[config.mk]
export PLATFORM = sky130hd
export DESIGN_NAME = trap_controller
export DESIGN_NICKNAME = d
export VERILOG_FILES = /design/src/rtl/trap_controller.sv
export SDC_FILE = /design/constraint.sdc
export NUM_CORES = 1
export LEC_CHECK = 0
export BUFFER_PORTS_ARGS = -buffer_cell sky130_fd_sc_hd__buf_4
export CORE_MARGIN = 2
export CORE_UTILIZATION = 44
export DETAILED_ROUTE_END_ITERATION = 10
export PLACE_DENSITY = 0.87
export SYNTH_ARGS = -nofsm -noshare
export SYNTH_HDL_FRONTEND = slang
export SYNTH_SLANG_ARGS = --single-unit
export TNS_END_PERCENT = 100
[constraint.sdc]
create_clock -name i_clk -period 2.08 [get_ports i_clk]
set_input_delay 0.624 -clock i_clk [delete_from_list [all_inputs] [get_ports i_clk]]
set_output_delay 0.624 -clock i_clk [all_outputs]
set_load 0.01 [all_outputs]
[src/rtl/trap_controller.sv]
// trap_controller: trap entry/return sequencer with mepc/mcause/mtval capture; optional counter under TRAP_COUNT_EN
module trap_controller #(
    parameter logic [31:0] TRAP_VECTOR  = 32'h0000_0000,
    parameter logic [31:0] TEXT_BASE    = 32'h0008_0000,
    parameter int unsigned FLUSH_CYCLES = 2,
    parameter logic [3:0]  NO_E_CODE    = 4'h0
) (
    input  logic        i_clk,
    input  logic        i_rst_n,
    input  logic [3:0]  i_exception_code_f,
    input  logic [3:0]  i_exception_code_e,
    input  logic [31:0] i_pc_f,
    input  logic [31:0] i_pc_e,
    input  logic [31:0] i_alu_out_e,
    input  logic        i_mret_e,
    output logic        o_pc_redirect_en,
    output logic [31:0] o_pc_redirect,
    output logic        o_flush,
    output logic        o_trap_permission,
    output logic        o_reset_permission,
    output logic [31:0] o_mepc,
    output logic [31:0] o_mcause,
    output logic [31:0] o_mtval,
    output logic        o_halt,
    output logic [31:0] o_trap_count
);
    typedef enum logic [2:0] {RST_HDL, RUN, FLUSH, HANDLER, RETURN, LOCKUP} state_t;
    state_t      state_q, state_d;
    logic [2:0]  cnt_q, cnt_d;
    logic [31:0] mepc_q, mepc_d, mtval_q, mtval_d;
    logic [3:0]  mcause_q, mcause_d;
    logic        rst_perm_q, rst_perm_d;
    logic        sel_e, exc;
    assign sel_e = i_exception_code_e != NO_E_CODE;
    assign exc   = sel_e || (i_exception_code_f != NO_E_CODE);
    always_comb begin
        state_d    = state_q;
        cnt_d      = cnt_q;
        mepc_d     = mepc_q;
        mtval_d    = mtval_q;
        mcause_d   = mcause_q;
        rst_perm_d = rst_perm_q;
        case (state_q)
            RST_HDL: begin
                if (exc) state_d = LOCKUP;
                else if (i_mret_e) begin
                    state_d    = RETURN;
                    rst_perm_d = 1'b0;
                end
            end
            RUN: begin
                if (exc) begin
                    state_d  = FLUSH;
                    cnt_d    = 3'(FLUSH_CYCLES);
                    mepc_d   = sel_e ? i_pc_e : i_pc_f;
                    mtval_d  = sel_e ? i_alu_out_e : i_pc_f;
                    mcause_d = sel_e ? i_exception_code_e : i_exception_code_f;
                end
            end
            FLUSH: begin
                cnt_d   = cnt_q - 3'd1;
                state_d = (cnt_q == 3'd1) ? HANDLER : FLUSH;
            end
            HANDLER: state_d = exc ? LOCKUP : (i_mret_e ? RETURN : HANDLER);
            RETURN:  state_d = RUN;
            default: state_d = LOCKUP;
        endcase
    end
    always_ff @(posedge i_clk or negedge i_rst_n) begin
        if (!i_rst_n) begin
            state_q    <= RST_HDL;
            cnt_q      <= 3'd0;
            mepc_q     <= TEXT_BASE;
            mtval_q    <= 32'h0;
            mcause_q   <= 4'h0;
            rst_perm_q <= 1'b1;
        end else begin
            state_q    <= state_d;
            cnt_q      <= cnt_d;
            mepc_q     <= mepc_d;
            mtval_q    <= mtval_d;
            mcause_q   <= mcause_d;
            rst_perm_q <= rst_perm_d;
        end
    end
    // outputs decode purely from flops, so they change only on clock or reset
    assign o_pc_redirect_en   = (state_q == RETURN) || (state_q == FLUSH && cnt_q == 3'(FLUSH_CYCLES));
    assign o_pc_redirect      = (state_q == RETURN) ? mepc_q : (o_pc_redirect_en ? TRAP_VECTOR : 32'h0);
    assign o_flush            = (state_q == FLUSH) || (state_q == RETURN) || (state_q == LOCKUP);
    assign o_trap_permission  = state_q == HANDLER;
    assign o_reset_permission = rst_perm_q;
    assign o_halt             = state_q == LOCKUP;
    assign o_mepc             = mepc_q;
    assign o_mcause           = {28'b0, mcause_q};
    assign o_mtval            = mtval_q;
`ifdef TRAP_COUNT_EN
    logic [31:0] count_q, count_d;
    always_comb count_d = count_q + 32'((state_q == RUN) && exc);
    always_ff @(posedge i_clk or negedge i_rst_n) begin
        if (!i_rst_n) count_q <= 32'h0;
        else count_q <= count_d;
    end
    assign o_trap_count = count_q;
`else
    assign o_trap_count = 32'h0;
`endif
endmodule

### After elaboration in Yosys (flattened, before gate mapping)

Index checks and enable logic that the tools add are counted.

| word-level totals | value |
|---|---|
| bits of input ports | 107 |
| logic and storage cells | 42 |
| output and inout bits | 165 |
| bits in registers | 75 |

| operators by class | value |
|---|---|
| eq/ne operators | 9 |
| bitwise operators | 1 |
| reduce and logical (&&, ||, !) cells | 13 |
| multiplexer cells | 12 |
| add/subtract/negate cells | 1 |

Operators with widths:

| operator | count |
|---|---|
| two-way mux 32 bit | 3 |
| two-way mux 3 bit | 5 |
| case mux 3 bit (5 select lines) | 1 |
| == test 3 x 2 -> 1 bit (second input constant) | 3 |
| nonzero test 4 bit | 2 |
| == test 3 x 1 -> 1 bit (second input constant) | 2 |
| == test 3 bit (second input constant) | 2 |
| case mux 3 bit (2 select lines) | 1 |
| AND reduction 2 bit | 3 |
| logical OR 1 bit | 4 |
| two-way mux 4 bit | 1 |
| logical NOT 3 bit | 1 |
| != test 3 bit (second input constant) | 1 |
| AND reduction 3 bit | 1 |
| subtractor 3 x 1 -> 3 bit (second input constant) | 1 |
| != test 2 bit (second input constant) | 1 |
| nonzero test 2 bit | 1 |
| logical AND 1 bit | 1 |
| two-way mux 1 bit | 1 |
| NOT 1 bit | 1 |

### Depth between registers and ports, before layout

Gate-level depths: netlist (run 1).

| depth | value |
|---|---|
| depth in word-level cells | 4 |
| mapped depth | 5 |
| mapped depth without buffers | 5 |

### Worst setup path before layout (run 1)

Ideal clock, no wire load.

| timing | value |
|---|---|
| path kind | input-to-reg |
| start point | input port i_exception_code_e[0] |
| end point | register mtval_q[13] (netlist: o_mtval[13]) |
| library setup time | 0.128 ns |
| cell stages on the path | 5 |
| buffers on the path | 2 |
| data arrival time | 2.149 ns |
| slack | -0.196 ns |
| cell sequence | nor4_2 buf_2 buf_2 mux2_2 mux2_1 |

| between the ends | value |
|---|---|
| word-level cells in the longest chain between the ends | 3 |
| elaborated cells on any way between the ends | 4 |
| classes of those cells | mux: 1; reduce/logical: 3 |

Ends and longest elaborated chain:

| element | RTL line | RTL |
|---|---|---|
| start: declaration | 11 | `input logic [3:0] i_exception_code_e,` |
| nonzero test 4 bit * | 34 | `assign sel_e = i_exception_code_e != NO_E_CODE;` |
| logical OR 1 bit | 35 | `assign exc = sel_e \|\| (i_exception_code_f != NO_E_CODE);` |
| AND reduction 2 bit (no source line) | n/a |  |
| end signal: assignment | 81 | `mtval_q <= mtval_d;` |
| end: declaration | 30 | `logic [31:0] mepc_q, mepc_d, mtval_q, mtval_d;` |

Every way passes the cells marked *; elsewhere a longest branch is shown, timed or not.
A chain may end at the register's enable or synchronous reset.

### Worst setup path after layout (run 1)

| timing | value |
|---|---|
| start point | register state_q[1] |
| end point | output port o_pc_redirect[1] |

| between the ends | value |
|---|---|
| word-level cells in the longest chain between the ends | 2 |

Ends and longest elaborated chain:

| element | RTL line | RTL |
|---|---|---|
| start: declaration | 28 | `state_t state_q, state_d;` |
| start signal: assignment | 78 | `state_q <= state_d;` |
| == test 3 bit | 88 | `assign o_pc_redirect = (state_q == RETURN) ? mepc_q : (o_pc_redirect_en ? TRAP_VECTOR : 32'h0);` |
| two-way mux 32 bit | 88 |  |
| end: declaration | 17 | `output logic [31:0] o_pc_redirect,` |

Every way passes these cells.

==> impl_metrics.tcl, run 1 <==
set metrics [dict create \
    htreeDepth 3 \
    start_util_pct 44.8 \
    wirelength_um 12800 \
    worstPathMaxFanout 11 \
    syn_inst 374 \
    drtIter0Drc 81 \
    syn_area_per_cell_sq_um 12.3 \
    wl_per_cell_um 17.1 \
    finalHoldViolCount 0 \
    nets 718 \
    grt_pass1_vias 3844 \
    overflow 0 \
    gp_congestion 0.796 \
    report.power.total_mw 8.69 \
    yosysSeqAreaShare_pct 41.0 \
    critPathTopFamily "buffers and inverters" \
    fin_setup_tns_ps -5670 \
    min_period_ps 2280 \
    yosys.cell_types.count 33 \
    drive_gt1_share_pct 67.7 \
    antenna_left 0 \
    cts-buffers-inserted 9 \
    worst_path_most_repeated_cell "buf_6" \
    grt_max_degree 41 \
    ys_top_cells_by_area "dfrtp_1 (40%), mux2_2 (24%), buf_4 (10%)" \
    dpl.cell_count 718 \
    rows 37 \
    rsz0062_at_grt "true" \
    portBuffers 211 \
    avgViaCountPerCell 4.82 \
    r2r_cells 6 \
    yosys.area.top_type "dfrtp_1" \
    core_sq_um 10200 \
    synthesis.area_sq_um 4580 \
    area_growth_pct 48.7 \
    cts.sinks 75 \
    powerDensity_nw_per_um2 1270 \
    root_buffer "clkbuf_8" \
    fin_crit_sh_pct 110 \
    yosysWarnings 0 \
    crit_cells 6 \
    worst_ep_arrival_time_ps 1660 \
    status "finished with violations" \
    cp_num_buf_inv 4 \
    hold_class "in2async" \
    die_w_um 106 \
    final_common_cell "buf_4" \
    vias 3613 \
    stdcell_count 749 \
    peakVddDrop_mv 0.900 \
    drtPass1Iterations 4 \
    clockBufferDepth 2 \
    worstSetupEndpointType "output pin" \
    die_area_sq_um 11200 \
    critical_path.cell_chain "buf_6 -> nor3b_4 -> buf_6 -> clkbuf_16 -> and2_1 -> buf_4" \
    drc 0 \
    ys_seq_elements 75 \
    io_pins 272 \
    die_h_um 106 \
    clock_latency_ps 340 \
    cpMaxStageDelayCell "dfrtp_2" \
    cts_tree "done" \
    drv_slew 0 \
    clk_pin_slew_ps 80 \
    synth_top_area_share_pct 39.9 \
    path_class "reg2out" \
    grt_pass1_wl_um 19200 \
    drv_cap 0 \
    clock_skew_ps 4.89 \
    final_cell_mix "buf_4 (216), mux2_2 (77), dfrtp_1 (71)" \
    cp_data_required_time_ps 1460 \
    dp_hpwl_um 9580 \
    setup_viol 34 \
    fin_util_pct 66.6 \
    violations "negative setup slack" \
    grt_antenna_before_repair 0 \
    slowest_delay_ps 430 \
    p_leak_nw 3.43 \
    layout_setup_ws_ps -199 \
    grt.total_usage_pct 21.8 \
    clock.fmax_mhz 439 \
    cp-start-kind "flip-flop" \
    diodes 0 \
]
==> worst register-to-register path: stages, from the launching register on <==
cell	delay, ps
dfrtp_2	430
buf_4	140
buf_6	100
buf_4	150
a2111oi_4	340
buf_12	290
mux2_2	420
==> per-layer routing <==
layer | share of wire (%) | GRT usage, % | up-vias
met3 | 7.4 | 6.87 | 20
met5 | 0 | 0 | -
met1 | 37 | 23.2 | 1787
met2 | 54 | 40.2 | 173
met4 | 1.9 | 8.46 | 0
li1 | - | - | 1633
==> Yosys cell counts (all sizes together) <==
cell     count
a2111oi      1
a21oi        7
a2bb2oi      1
a41oi        1
and2        32
and3         1
buf         75
clkbuf       6
conb         1
dfrtp       73
dfstp        2
ha           3
inv          9
mux2       128
mux2i        4
nand2        4
nand2b       2
nand4b       1
nor2         1
nor2b        1
nor3         3
nor3b        3
nor4         4
nor4b        1
o21ai        4
or3          2
or3b         2
or4          2
==> through the flow <==
stage	instance area (sq um)	hold WS (ps)	setup WS (ps)
after detailed placement	6310	441	-161
after global placement	6310	437	-126
after CTS	6680	142	-215
after global routing	6820	155	-254
after floorplan	4900	328	-11.5
final	6820	157	-199
==> worst paths after layout <==
path / end / startpoint / slack, ps
setup reg to reg: o_mtval[5] / state_q[1] / 90
hold reg to reg: o_reset_permission / o_reset_permission / 460
max in group asynchronous: o_reset_permission / i_rst_n / 1320
min in group i_clk: o_reset_permission / o_reset_permission / 460
setup / recovery: o_pc_redirect[1] / state_q[1] / -200
hold / removal: o_mtval[6] / i_rst_n / 160
==> state kept, by name, summed over array words and instances (netlist names) <==
| signal | count |
|---|---|
| o_mepc | 32 |
| o_mtval | 32 |
| mcause_q | 4 |
| cnt_q | 3 |
| state_q | 3 |
| o_reset_permission | 1 |
==> power by group <==
group,leakage [nW],switching (mW),internal [mW]
logic,2.45,1.90,2.76
clock network,0.119,0.549,0.736
registers,0.870,0.533,2.21
total,3.43,2.98,5.71
==> cell families after synthesis <==
family,Yosys count,share of synthesized area [%]
buf+inv,90,13.2
other cells,1,0.0818
flops,75,41.0
compound gates,14,2.18
fa+ha+maj,3,0.819
simple gates,59,8.19
mux,132,34.5
==> final cells by class <==
class | instances | area, sq um
fill | 728 | 3420
multi-input combinational | 268 | 2480
timing repair buffer | 245 | 2020
sequential | 75 | 1880
tap | 136 | 170
clock buffer | 11 | 151
clock inverter | 5 | 75.1
inverter | 9 | 33.8
==> timing repair <==
action / CTS / global route
gates cloned: 1 / 1
hold buffers: 0 / 0
gates resized for setup: 22 / 26
pin swaps: 2 / 2
buffers inserted: 9 / 4
endpoints found under the setup margin: 35 / 35
Power figures use the tool's default switching activity.
==> run 2, diff against run 1 <==
--- a/config.mk
+++ b/config.mk
@@ -5,7 +5,7 @@
 export SDC_FILE = /design/constraint.sdc
 export NUM_CORES = 1
 export LEC_CHECK = 0
-export BUFFER_PORTS_ARGS = -buffer_cell sky130_fd_sc_hd__buf_4
+export BUFFER_PORTS_ARGS = -buffer_cell sky130_fd_sc_hd__buf_2
 export CORE_MARGIN = 2
 export CORE_UTILIZATION = 44
 export DETAILED_ROUTE_END_ITERATION = 10
==> run 2 against run 1 <==
The flow still finishes with violations (negative setup slack). Hold slack got worse by 28 ps. Maximum frequency up 3.3%. Critical path depth decreased by 1. Flip-flop and latch count stayed put. Clock power decreased by 10%. Via count is essentially flat. First-iteration DRC count grew 20%. Setup slack better by 74 ps. Sequential share of layout area up 2.3 points.
==> impl_metrics.tcl, run 2 (synthesized netlist as in run 1, its figures left out) <==
set metrics [dict create \
    status "finished with violations" \
    violations "negative setup slack" \
    clock_skew_ps 6.78 \
    portBuffers 211 \
    wl_per_cell_um 17.2 \
    dp_hpwl_um 9400 \
    htreeDepth 3 \
    dpl-instance-area_sq_um 5770 \
    root_buffer "clkbuf_8" \
    worstSetupEndpointType "output pin" \
    worst_ep_arrival_time_ps 1580 \
    rows 37 \
    clock.fmax_mhz 453 \
    cts-buffers-inserted 9 \
    drive_gt1_share_pct 66.7 \
    avgViaCountPerCell 4.85 \
    nets 715 \
    fin_crit_sh_pct 106 \
    worstReg2RegEnd "o_mepc[4]" \
    cp-start-kind "flip-flop" \
    holdWs_ps 128 \
    start_util_pct 44.8 \
    topRoutingLayerUsed "met4" \
    powerDensity_nw_per_um2 1290 \
    finalHoldViolCount 0 \
    core_sq_um 10200 \
    met2_length_um 6770 \
    fin_area_sq_um 6300 \
    drv_cap 0 \
    area_growth_pct 37.5 \
    antenna_left 0 \
    vias 3615 \
    hold_class "in2async" \
    peakVddDrop_mv 0.712 \
    wirelength_um 12900 \
    setup_viol 34 \
    path_class "reg2out" \
    diodes 0 \
    worstPathMaxFanout 5 \
    grt.total_usage_pct 22.1 \
    wl_met3_um 814 \
    die_h_um 106 \
    wl_met1_um 4900 \
    fillers 813 \
    drv_slew 0 \
    die_w_um 106 \
    min_period_ps 2210 \
    clock_latency_ps 340 \
    grt_pass1_vias 3802 \
    io_pins 272 \
    grt_antenna_before_repair 0 \
    drc 0 \
    overflow 0 \
    grt_max_degree 39 \
    die_area_sq_um 11200 \
    rsz0062_at_grt "true" \
    final_cell_mix "buf_2 (198), mux2_2 (77), dfrtp_1 (71)" \
    layout_setup_ws_ps -126 \
    drtPass1Iterations 4 \
    grt_pass1_wl_um 19400 \
    drtIter0Drc 97 \
    cts_tree "done" \
    r2r_cells 7 \
    clockBufferDepth 2 \
    final_common_cell "buf_2" \
    r2r_slack_ps 80 \
    clk_pin_slew_ps 80 \
    r2r-start "state_q[2]" \
    pre_cts_ws_ps -228 \
    cts.sinks 75 \
    gp_congestion 0.838 \
    multi_input_comb_area_sq_um 2480 \
    p_leak_nw 3.24 \
    regArea_sq_um 1880 \
    cp_data_required_time_ps 1460 \
]
==> run 2: cell types whose count changed in the layout (fill, tap and decap cells not counted), moves of 3 or more <==
cell        change
buf_6           -3
buf_2         +198
clkinvlp_4      +3
and2_1          +5
clkinv_2        -3
buf_4         -200
and2_4          -5
==> run 2: through the flow <==
step	total power, mW	utilization (%)	TNS, ps	cells
after floorplan	4.96	-	-326	433
after global placement	6.26	56.4	-8910	716
after detailed placement	6.46	56.4	-10140	716
after CTS	7.94	60.1	-3770	743
after global routing	8.58	61.6	-6230	746
final	8.11	61.6	-3400	746
==> run 2: metal layers <==
metal  track usage [%]  vias to the layer above
met1              24.6                     1747
met3              4.66                       31
met5                 0                        -
li1                  -                     1633
met4              8.36                        0
met2              41.1                      204
==> run 2: how the worst max path moves through the flow <==
stage	from	to	slack [ps]	cells past startpoint
after global placement	i_exception_code_e[0]	o_mtval[13]	-210	5
after detailed placement	i_exception_code_e[0]	o_mtval[13]	-230	5
after CTS	cnt_q[0]	o_pc_redirect_en	-160	5
final	state_q[1]	o_pc_redirect[30]	-130	5
after global routing	state_q[2]	o_pc_redirect[13]	-200	6
after floorplan	i_exception_code_e[0]	o_mepc[5]	-10	5
==> run 2: report_power, final <==
part	switching, mW	internal [mW]	leakage (nW)
Clock	0.572	0.592	0.0922
Combinational	1.91	2.32	2.28
Sequential	0.507	2.21	0.870
==> run 2: what timing repair did <==
item | 4_1_cts | 5_1_grt
cloned | 2 | 2
resized for setup | 22 | 24
pin swaps | 4 | 5
setup buffers | 10 | 1
hold buffers | 0 | 0
setup endpoints to repair | 35 | 78
==> run 2: critical path, cell delays in order (launching register included) <==
cell and delay, ps:
dfrtp_2 470, nor3b_4 220, buf_12 160, clkbuf_16 150, and2_4 140, buf_6 100
==> run 2: area by class of cell <==
type                    count  share of cell area, %
clock buffers              11                   2.24
clock inverters             5                  0.973
inverters                   9                  0.536
multi-input cells         268                   39.4
flip-flops and latches     75                   29.9
well taps                 136                   2.70
repair buffers            242                   24.3
